--- src/rtl/stable_bit_tx.sv ---
// stable_bit_tx: serial transmitter for the enable/data line pair.
// A word accepted over valid/ready is shifted out one bit at a time. Each bit
// is first driven with enable low for GAP cycles, then enable is raised for
// HOLD cycles while the bit is held, so data never moves while enable is high.

// Line-protocol checker for the transmitter outputs and internal counters.
module stable_bit_tx_chk #(
    parameter int WIDTH = 8,
    parameter int MAXC  = 2,
    parameter int BCW   = 4,
    parameter int CCW   = 2
) (
    input logic           clk,
    input logic           rst,
    input logic           enable,
    input logic           data,
    input logic           in_ready,
    input logic           busy,
    input logic           done,
    input logic [BCW-1:0] bits_cnt,
    input logic [CCW-1:0] cyc_cnt
);

    // data is stable across every cycle in which enable is high
    a_stable : assert property (@(posedge clk) disable iff (rst)
        enable |-> (data == $past(data)));

    // the block never offers to accept while a frame is in flight
    a_ready_busy : assert property (@(posedge clk) disable iff (rst)
        !(in_ready && busy));

    // done only appears in the idle cycle that ends a frame
    a_done_idle : assert property (@(posedge clk) disable iff (rst)
        done |-> (!enable && !busy && in_ready));

    // the bit counter never exceeds the word length
    a_bits_range : assert property (@(posedge clk) disable iff (rst)
        bits_cnt <= BCW'(WIDTH));

    // the cycle counter never reaches the longer of the two phase lengths
    a_cyc_range : assert property (@(posedge clk) disable iff (rst)
        cyc_cnt < CCW'(MAXC));

endmodule

// Transmitter top level.
module stable_bit_tx #(
    parameter int WIDTH     = 8,
    parameter int HOLD      = 2,
    parameter int GAP       = 1,
    parameter int MSB_FIRST = 1
) (
    input  logic             clk,
    input  logic             rst,
    input  logic             in_valid,
    output logic             in_ready,
    input  logic [WIDTH-1:0] in_data,
    output logic             enable,
    output logic             data,
    output logic             busy,
    output logic             done
);

    localparam int BCW  = $clog2(WIDTH + 1);
    localparam int MAXC = (GAP > HOLD) ? GAP : HOLD;
    localparam int CCW  = $clog2(MAXC + 1);
    localparam bit MSB  = (MSB_FIRST != 0);

    localparam logic [BCW-1:0] BITS_FULL = BCW'(WIDTH);
    localparam logic [BCW-1:0] BITS_ONE  = BCW'(1);
    localparam logic [CCW-1:0] GAP_LOAD  = CCW'(GAP - 1);
    localparam logic [CCW-1:0] HOLD_LOAD = CCW'(HOLD - 1);
    localparam logic [CCW-1:0] CYC_ONE   = CCW'(1);

    typedef enum logic [1:0] {
        ST_IDLE = 2'd0,
        ST_GAP  = 2'd1,
        ST_HOLD = 2'd2
    } state_t;

    state_t           r_state;
    state_t           w_state_nxt;
    logic [WIDTH-1:0] r_shift;
    logic [WIDTH-1:0] w_shift_nxt;
    logic [WIDTH-1:0] w_shift_adv;
    logic [BCW-1:0]   r_bits;
    logic [BCW-1:0]   w_bits_nxt;
    logic [CCW-1:0]   r_cyc;
    logic [CCW-1:0]   w_cyc_nxt;
    logic             r_enable;
    logic             w_enable_nxt;
    logic             r_data;
    logic             w_data_nxt;
    logic             r_busy;
    logic             w_busy_nxt;
    logic             r_done;
    logic             w_done_nxt;
    logic             r_ready;
    logic             w_ready_nxt;

    // Bit that goes on the line first for a given shift-register image.
    function automatic logic first_bit(input logic [WIDTH-1:0] v);
        if (MSB) begin
            return v[WIDTH-1];
        end else begin
            return v[0];
        end
    endfunction

    // Shift register image after the current bit has been consumed.
    always_comb begin
        if (MSB) begin
            w_shift_adv = r_shift << 1;
        end else begin
            w_shift_adv = r_shift >> 1;
        end
    end

    // Next-state and next-output logic; data only moves on edges that leave enable low.
    always_comb begin
        w_state_nxt  = r_state;
        w_shift_nxt  = r_shift;
        w_bits_nxt   = r_bits;
        w_cyc_nxt    = r_cyc;
        w_enable_nxt = r_enable;
        w_data_nxt   = r_data;
        w_done_nxt   = 1'b0;
        case (r_state)
            ST_IDLE: begin
                w_enable_nxt = 1'b0;
                if (in_valid && r_ready) begin
                    w_shift_nxt = in_data;
                    w_data_nxt  = first_bit(in_data);
                    w_bits_nxt  = BITS_FULL;
                    w_cyc_nxt   = GAP_LOAD;
                    w_state_nxt = ST_GAP;
                end else begin
                    w_state_nxt = ST_IDLE;
                end
            end
            ST_GAP: begin
                if (r_cyc == '0) begin
                    // raise enable; data is left untouched on this edge
                    w_enable_nxt = 1'b1;
                    w_cyc_nxt    = HOLD_LOAD;
                    w_state_nxt  = ST_HOLD;
                end else begin
                    w_cyc_nxt = r_cyc - CYC_ONE;
                end
            end
            ST_HOLD: begin
                if (r_cyc == '0) begin
                    w_enable_nxt = 1'b0;
                    if (r_bits <= BITS_ONE) begin
                        // last bit finished: data keeps the final bit
                        w_bits_nxt  = '0;
                        w_cyc_nxt   = '0;
                        w_done_nxt  = 1'b1;
                        w_state_nxt = ST_IDLE;
                    end else begin
                        w_shift_nxt = w_shift_adv;
                        w_data_nxt  = first_bit(w_shift_adv);
                        w_bits_nxt  = r_bits - BITS_ONE;
                        w_cyc_nxt   = GAP_LOAD;
                        w_state_nxt = ST_GAP;
                    end
                end else begin
                    w_cyc_nxt = r_cyc - CYC_ONE;
                end
            end
            default: begin
                w_enable_nxt = 1'b0;
                w_bits_nxt   = '0;
                w_cyc_nxt    = '0;
                w_state_nxt  = ST_IDLE;
            end
        endcase
    end

    // Status flags follow the next state so they are registered like the line.
    always_comb begin
        w_busy_nxt  = (w_state_nxt != ST_IDLE);
        w_ready_nxt = (w_state_nxt == ST_IDLE);
    end

    // FSM state register.
    always_ff @(posedge clk or posedge rst) begin
        if (rst) begin
            r_state <= ST_IDLE;
        end else begin
            r_state <= w_state_nxt;
        end
    end

    // Datapath, counters and registered outputs; reset forces everything low at once.
    always_ff @(posedge clk or posedge rst) begin
        if (rst) begin
            r_shift  <= '0;
            r_bits   <= '0;
            r_cyc    <= '0;
            r_enable <= 1'b0;
            r_data   <= 1'b0;
            r_busy   <= 1'b0;
            r_done   <= 1'b0;
            r_ready  <= 1'b0;
        end else begin
            r_shift  <= w_shift_nxt;
            r_bits   <= w_bits_nxt;
            r_cyc    <= w_cyc_nxt;
            r_enable <= w_enable_nxt;
            r_data   <= w_data_nxt;
            r_busy   <= w_busy_nxt;
            r_done   <= w_done_nxt;
            r_ready  <= w_ready_nxt;
        end
    end

    assign in_ready = r_ready;
    assign enable   = r_enable;
    assign data     = r_data;
    assign busy     = r_busy;
    assign done     = r_done;

    stable_bit_tx_chk #(
        .WIDTH (WIDTH),
        .MAXC  (MAXC),
        .BCW   (BCW),
        .CCW   (CCW)
    ) u_chk (
        .clk      (clk),
        .rst      (rst),
        .enable   (r_enable),
        .data     (r_data),
        .in_ready (r_ready),
        .busy     (r_busy),
        .done     (r_done),
        .bits_cnt (r_bits),
        .cyc_cnt  (r_cyc)
    );

endmodule

--- config.mk ---
export PLATFORM = sky130hd
export DESIGN_NAME = stable_bit_tx
export DESIGN_NICKNAME = d
export VERILOG_FILES = /design/src/rtl/stable_bit_tx.sv
export SDC_FILE = /design/constraint.sdc
export NUM_CORES = 1
export LEC_CHECK = 0
export BUFFER_PORTS_ARGS = -buffer_cell sky130_fd_sc_hd__clkbuf_2
export CORE_AREA = 2 2 56 58
export DETAILED_ROUTE_END_ITERATION = 10
export DIE_AREA = 0 0 58 60
export PLACE_DENSITY_LB_ADDON = 0.1
export SYNTH_ARGS = -nofsm -noshare
export SYNTH_HDL_FRONTEND = slang
export SYNTH_SLANG_ARGS = --single-unit
--- constraint.sdc ---
create_clock -name clk -period 1.8 [get_ports clk]
set_input_delay 0.18 -clock clk [delete_from_list [all_inputs] [get_ports clk]]
set_output_delay 0.18 -clock clk [all_outputs]
set_load 0.03 [all_outputs]
==> impl_metrics.yaml, run 1 <==
cells_and_area:
  n_antenna_cell: 0
  drive_gt1_share_pct: 26.1
  utilization_pct: 44.7
  final_cell_mix: "dfrtp_1, clkbuf_2, nand2_1, inv_1"
  num-fill-cells: 289
  layout.nets: 153
  syn_to_final_growth_pct: 17.2
  final_common_cell: "dfrtp_1"
clock_network:
  clkTransAtPathRegs_ns: 0.12
  htree_levels: 1
  cts.sinks: 20
  cts_hold_buf: 0
  cts_made_buffers: 3
  cts_buffer_depth: 2
  clock-root-buffer: "clkbuf_4"
  clkLatencyLatePin_ns: 0.30
  cts_tree: "done"
global_routing:
  grt_pass1_wl_mm: 3.91
  grt_max_degree: 21
  track_usage_pct: 15.1
  use_met1_pct: 19.6
  grt-busiest-layer: "met2"
  gr-usage-met2_pct: 23.5
  grt_pass1_vias: 880
  overflow: 0
  antenna_found_initial: 0
  grt.met3_usage_pct: 3.03
critical_path:
  critPathLaunchType: "flip-flop"
  startpoint: "r_state[0]$_DFF_PP0_"
  timing.rr.start: "r_state[0]$_DFF_PP0_"
  critPathKind: "flip-flop to flip-flop"
  crit_arrival_ns: 1.96
  reg2reg_slack_ns: 0.07
  critPathRequiredTime_ns: 2.03
  end_kind: "flip-flop"
  crit_fanout: 7
run_status:
  status: "finished, violations left"
  violations: "negative hold slack"
timing:
  finalCritPeriodShare_pct: 96.0
  fin_worst_skew_ns: 0.00820
  hold_viol_final: 20
  max_slew.worst_pin.slew_ns: 0.757
  hold_slack_ns: -0.0254
  final-setup-viol-count: 0
  fmax_mhz: 579
  fin_crit_ns: 1.73
  maxSlewHeadroom_pct: 49.5
  drv_slew: 0
  rsz0062_at_grt: "yes"
floorplan:
  io_pins: 16
  fp.coreArea_um2: 2900
  initial_core_util_pct: 38.1
  die_x_um: 58
  dieArea_um2: 3480
  fp-row-count: 20
  die_height_um: 60
placed_design:
  hpwlAfterDp_mm: 1.75
  gp_congestion: 0.799
  io_buffers: 15
synthesis:
  mappedNetlistArea_um2: 1110
  synth.distinct_cells: 35
  async_flop_share_pct: 100
  yosysSeqAreaShare_pct: 45.2
  ys_warn_count: 0
  syn_avg_cell_area_um2: 9.71
  synth_cells: 114
  synth_nets: 131
  synth_edf_count: 0
  yosys_most_used_dff: "dfrtp_1"
  synth_seq_cells: 20
drt:
  wire_per_inst_um: 13.8
  drtAntennaViolNets: 0
  vias_per_cell: 5.24
  vias: 875
  drt_iter0_markers: 24
  firstDrtPassIters: 4
  drc_errors: 0
  route.final.wire_length_mm: 2.30
pwr:
  power-per-cell-area_nw_per_um2: 1950
  p_leak_nw: 0.598
  total_power_w: 0.00253
  vdd_ir_drop_max_v: 0.000873
min_path:
  hold_path_class: "primary input to asynchronous set/reset pin"
run:
  maxCapViolations: 0
==> where the power goes <==
| group | switching (W) | internal, W | total (W) |
|---|---|---|---|
| registers | 0.000188 | 0.000657 | 0.000845 |
| clock network | 0.000136 | 0.0000779 | 0.000214 |
| logic | 0.000826 | 0.000650 | 0.00148 |
| total | 0.00115 | 0.00138 | 0.00253 |
==> critical path, cell delays in order, from the launching register on <==
cell and delay [ns]:
dfrtp_1 0.42, inv_2 0.07, ha_2 0.16, or3b_4 0.41, a211oi_4 0.37, a22oi_1 0.15
o21ai_1 0.10
==> cells by family (layout without fill, tap and decap cells) <==
family / Yosys count / count (layout) / synth area share (%)
AND/OR/NAND/NOR: 38 / 38 / 17.2
AO/OA/AOI/OAI: 37 / 37 / 25.5
flip-flops: 20 / 20 / 45.2
buffers and inverters: 12 / 32 / 4.41
adder cells (fa/ha/maj): 6 / 6 / 6.78
multiplexers: 1 / 1 / 0.904
==> state kept, by name, indices dropped and copies added (netlist names) <==
| register | cells |
|---|---|
| r_shift | 7 |
| r_bits | 4 |
| r_cyc | 2 |
| r_state | 2 |
| busy | 1 |
| data | 1 |
| done | 1 |
| enable | 1 |
| in_ready | 1 |
==> metal layers <==
metal	part of all wire, %	wire length, um
met2	48	1090
met4	1.7	39
met5	0	0
met1	46	1060
met3	4.7	107
==> final timing paths <==
path,to,depth (start not counted)
setup / recovery,r_shift[4]$_DFFE_PP0P_,6
hold / removal,r_bits[2]$_DFFE_PP0P_,2
setup reg to reg,r_shift[4]$_DFFE_PP0P_,6
hold reg to reg,r_bits[1]$_DFFE_PP0P_,2
max in group asynchronous,r_cyc[1]$_DFFE_PP0N_,2
min in group clk,data$_DFFE_PP0P_,3
==> timing repair <==
action | 4_1_cts | 5_1_grt
buffers inserted | 0 | 1
endpoints found under the setup margin | 0 | 11
gates resized for setup | 0 | 9
==> layout make-up <==
class	count	area, um2	share of cell area [%]
inverters	9	33.8	2.60
repair buffers	20	113	8.68
well taps	33	41.3	3.18
clock buffers	3	22.5	1.74
multi-input cells	82	587	45.2
flip-flops and latches	20	500	38.6
==> metrics by stage <==
step	TNS, ns	setup WS [ns]	hold WS [ns]	cells	cell area [um2]
2_1_floorplan	0	0.0947	0.144	114	1110
3_3_place_gp	0	0.0853	0.340	163	1240
3_5_place_dp	0	0.0416	0.351	163	1240
4_1_cts	0	0.0194	0.0188	166	1260
5_1_grt	-0.0270	-0.0128	0.0449	167	1300
6_report	0	0.0728	-0.0254	167	1300
==> synth_stat cells, drive strengths merged, types with 2 or more instances <==
library cell  instances  area [um2]
nor3                  5        25.0
nor2                  8        30.0
nand2                13        48.8
ha                    6        75.1
o211ai                2        15.0
dfrtp                20         500
a22oi                 2        15.0
a221o                 5        50.1
inv                   9        33.8
clkbuf                2        7.51
or2                   3        18.8
o21ai                 8        40.0
a21o                  3        22.5
a21oi                 7        35.0
a21boi                3        22.5
nand3b                2        15.0
(Power assumes the default switching activity.)
==> run 2, diff against run 1 <==
--- a/config.mk
+++ b/config.mk
@@ -6,10 +6,12 @@
 export NUM_CORES = 1
 export LEC_CHECK = 0
 export BUFFER_PORTS_ARGS = -buffer_cell sky130_fd_sc_hd__clkbuf_2
-export CORE_AREA = 2 2 56 58
+export CORE_AREA = 2 2 51 53
+export CTS_BUF_LIST = sky130_fd_sc_hd__clkbuf_8
 export DETAILED_ROUTE_END_ITERATION = 10
-export DIE_AREA = 0 0 58 60
+export DIE_AREA = 0 0 53 55
 export PLACE_DENSITY_LB_ADDON = 0.1
+export SETUP_SLACK_MARGIN = 0.15
 export SYNTH_ARGS = -nofsm -noshare
 export SYNTH_HDL_FRONTEND = slang
 export SYNTH_SLANG_ARGS = --single-unit
==> impl_metrics.yaml, run 2 (synthesis gave the netlist of run 1 again) <==
clock_network:
  cts.sinks: 20
  clkLatencyLatePin_ns: 0.26
  cts_buffer_depth: 2
  clock-root-buffer: "clkbuf_8"
  cts_tree: "done"
  clkTransAtPathRegs_ns: 0.08
  cts_made_buffers: 3
  cts_hold_buf: 0
  htree_levels: 1
timing:
  max_slew.worst_pin.slew_ns: 0.784
  hold_viol_final: 0
  fin_crit_ns: 1.67
  maxSlewHeadroom_pct: 47.7
  fmax_mhz: 598
  rsz0062_at_grt: "yes"
  fin_worst_skew_ns: 0.00873
  finalCritPeriodShare_pct: 92.9
  finalSetupTns_ns: 0
  final-setup-viol-count: 0
  drv_slew: 0
floorplan:
  die_x_um: 53
  dieArea_um2: 2920
  die_height_um: 55
  fp.coreArea_um2: 2360
  io_pins: 16
  fp-row-count: 18
  initial_core_util_pct: 46.8
drt:
  drt_iter0_markers: 23
  route.final.wire_length_mm: 2.66
  firstDrtPassIters: 4
  drc_errors: 0
  wire_per_inst_um: 14.9
  drtAntennaViolNets: 0
  vias: 960
  vias_per_cell: 5.39
cells_and_area:
  final_cell_mix: "dfrtp_1, clkbuf_2, nand2_1, buf_4, nor2_1"
  syn_to_final_growth_pct: 37.9
  drive_gt1_share_pct: 39.9
  n_antenna_cell: 0
  top_register: "r_shift"
  fin_area_um2: 1530
  top_regs: "r_shift x7, r_bits x4"
  utilization_pct: 64.6
  largest_reg_flops: 7
  fin_cells: 178
  final_common_cell: "dfrtp_1"
  layout.nets: 166
global_routing:
  antenna_found_initial: 0
  overflow: 0
  grt_max_degree: 21
  track_usage_pct: 19.9
  grt_pass1_wl_mm: 4.15
  grt_pass1_vias: 923
min_path:
  hold_path_class: "primary input to asynchronous set/reset pin"
placed_design:
  gp_congestion: 0.786
  place_area_um2: 1250
  post-place-cells: 161
  hpwlAfterDp_mm: 1.76
  io_buffers: 15
critical_path:
  critPathKind: "flip-flop to flip-flop"
  critPathLaunchType: "flip-flop"
  crit_fanout: 7
  cpMaxStageDelayCell: "dfrtp_1"
  cp_cell_sequence: "inv_2 -> buf_6 -> ha_4 -> a21boi_2 -> buf_6 -> a211oi_4 -> buf_6 -> a221o_1"
  crit_arrival_ns: 1.81
  reg2reg_depth: 8
  end_kind: "flip-flop"
  path_common_cell: "buf_6"
  worst_r2r_endpoint: "r_shift[6]$_DFFE_PP0P_"
  slowest_delay_ns: 0.41
  reg2reg_slack_ns: 0.13
  critPathRequiredTime_ns: 1.94
  timing.rr.start: "r_state[0]$_DFF_PP0_"
pwr:
  vdd_ir_drop_max_v: 0.00150
  combPwrFrac_pct: 61.5
  seq_power_share_pct: 27.4
  p_int_w: 0.00180
  p_switching_w: 0.00133
  p_leak_nw: 0.694
  power-per-cell-area_nw_per_um2: 2050
  swShare_pct: 42.6
  total_power_w: 0.00313
  clkPwrFrac_pct: 11.1
run_status:
  status: "finished clean"
run:
  maxCapViolations: 0
[run 2: critical path: cells and delay by family, from the launching register on]
kind	cells	cell delay, ns
AO/OA/AOI/OAI	3	0.51
buffers and inverters	4	0.47
flip-flops	1	0.41
adder cells (fa/ha/maj)	1	0.14
[run 2: timing repair]
item / in CTS / in global routing
setup endpoints to repair: 10 / 14
pin swaps: 6 / 11
setup buffers: 5 / 8
resized for setup: 10 / 21
[run 2: metrics by stage]
stage | hold WS, ns | setup slack [ns]
3_5_place_dp | 0.342 | 0.0254
4_1_cts | 0.0599 | 0.0900
3_3_place_gp | 0.327 | 0.113
5_1_grt | 0.124 | 0.0625
2_1_floorplan | 0.144 | 0.147
6_report | 0.0317 | 0.128
[run 2: worst max path at each step]
stage,from,depth (start not counted),to
after floorplan,r_state[0]$_DFF_PP0_,7,r_shift[4]$_DFFE_PP0P_
after global placement,r_state[0]$_DFF_PP0_,6,data$_DFFE_PP0P_
after detailed placement,r_bits[0]$_DFFE_PP0P_,6,r_shift[4]$_DFFE_PP0P_
after CTS,r_state[0]$_DFF_PP0_,6,r_shift[4]$_DFFE_PP0P_
after global routing,r_state[0]$_DFF_PP0_,8,r_shift[1]$_DFFE_PP0P_
final,r_state[0]$_DFF_PP0_,8,r_shift[6]$_DFFE_PP0P_
[run 2: cell type report]
type	count	area, um2
clock buffer	4	55.1
fill	202	838
inverter	9	33.8
multi-input combinational	82	661
sequential	20	502
tap	30	37.5
timing repair buffer	33	238
[run 2: power by group through the flow]
| stage | combinational [W] | sequential [W] | clock, W |
|---|---|---|---|
| after floorplan | 0.000981 | 0.000901 | 0 |
| after global placement | 0.00144 | 0.000829 | 0 |
| after detailed placement | 0.00147 | 0.000840 | 0 |
| after CTS | 0.00164 | 0.000838 | 0.000354 |
| after global routing | 0.00211 | 0.000892 | 0.000377 |
| final | 0.00192 | 0.000856 | 0.000348 |
[run 2: layer usage]
layer / vias to the layer above / wire, um / GRT usage [%]
met1: 471 / 1300 / 26.2
li1: 473 / - / -
met5: - / 0 / 0
met3: 4 / 61 / 2.69
met4: 0 / 18 / 8.55
met2: 12 / 1280 / 32.9
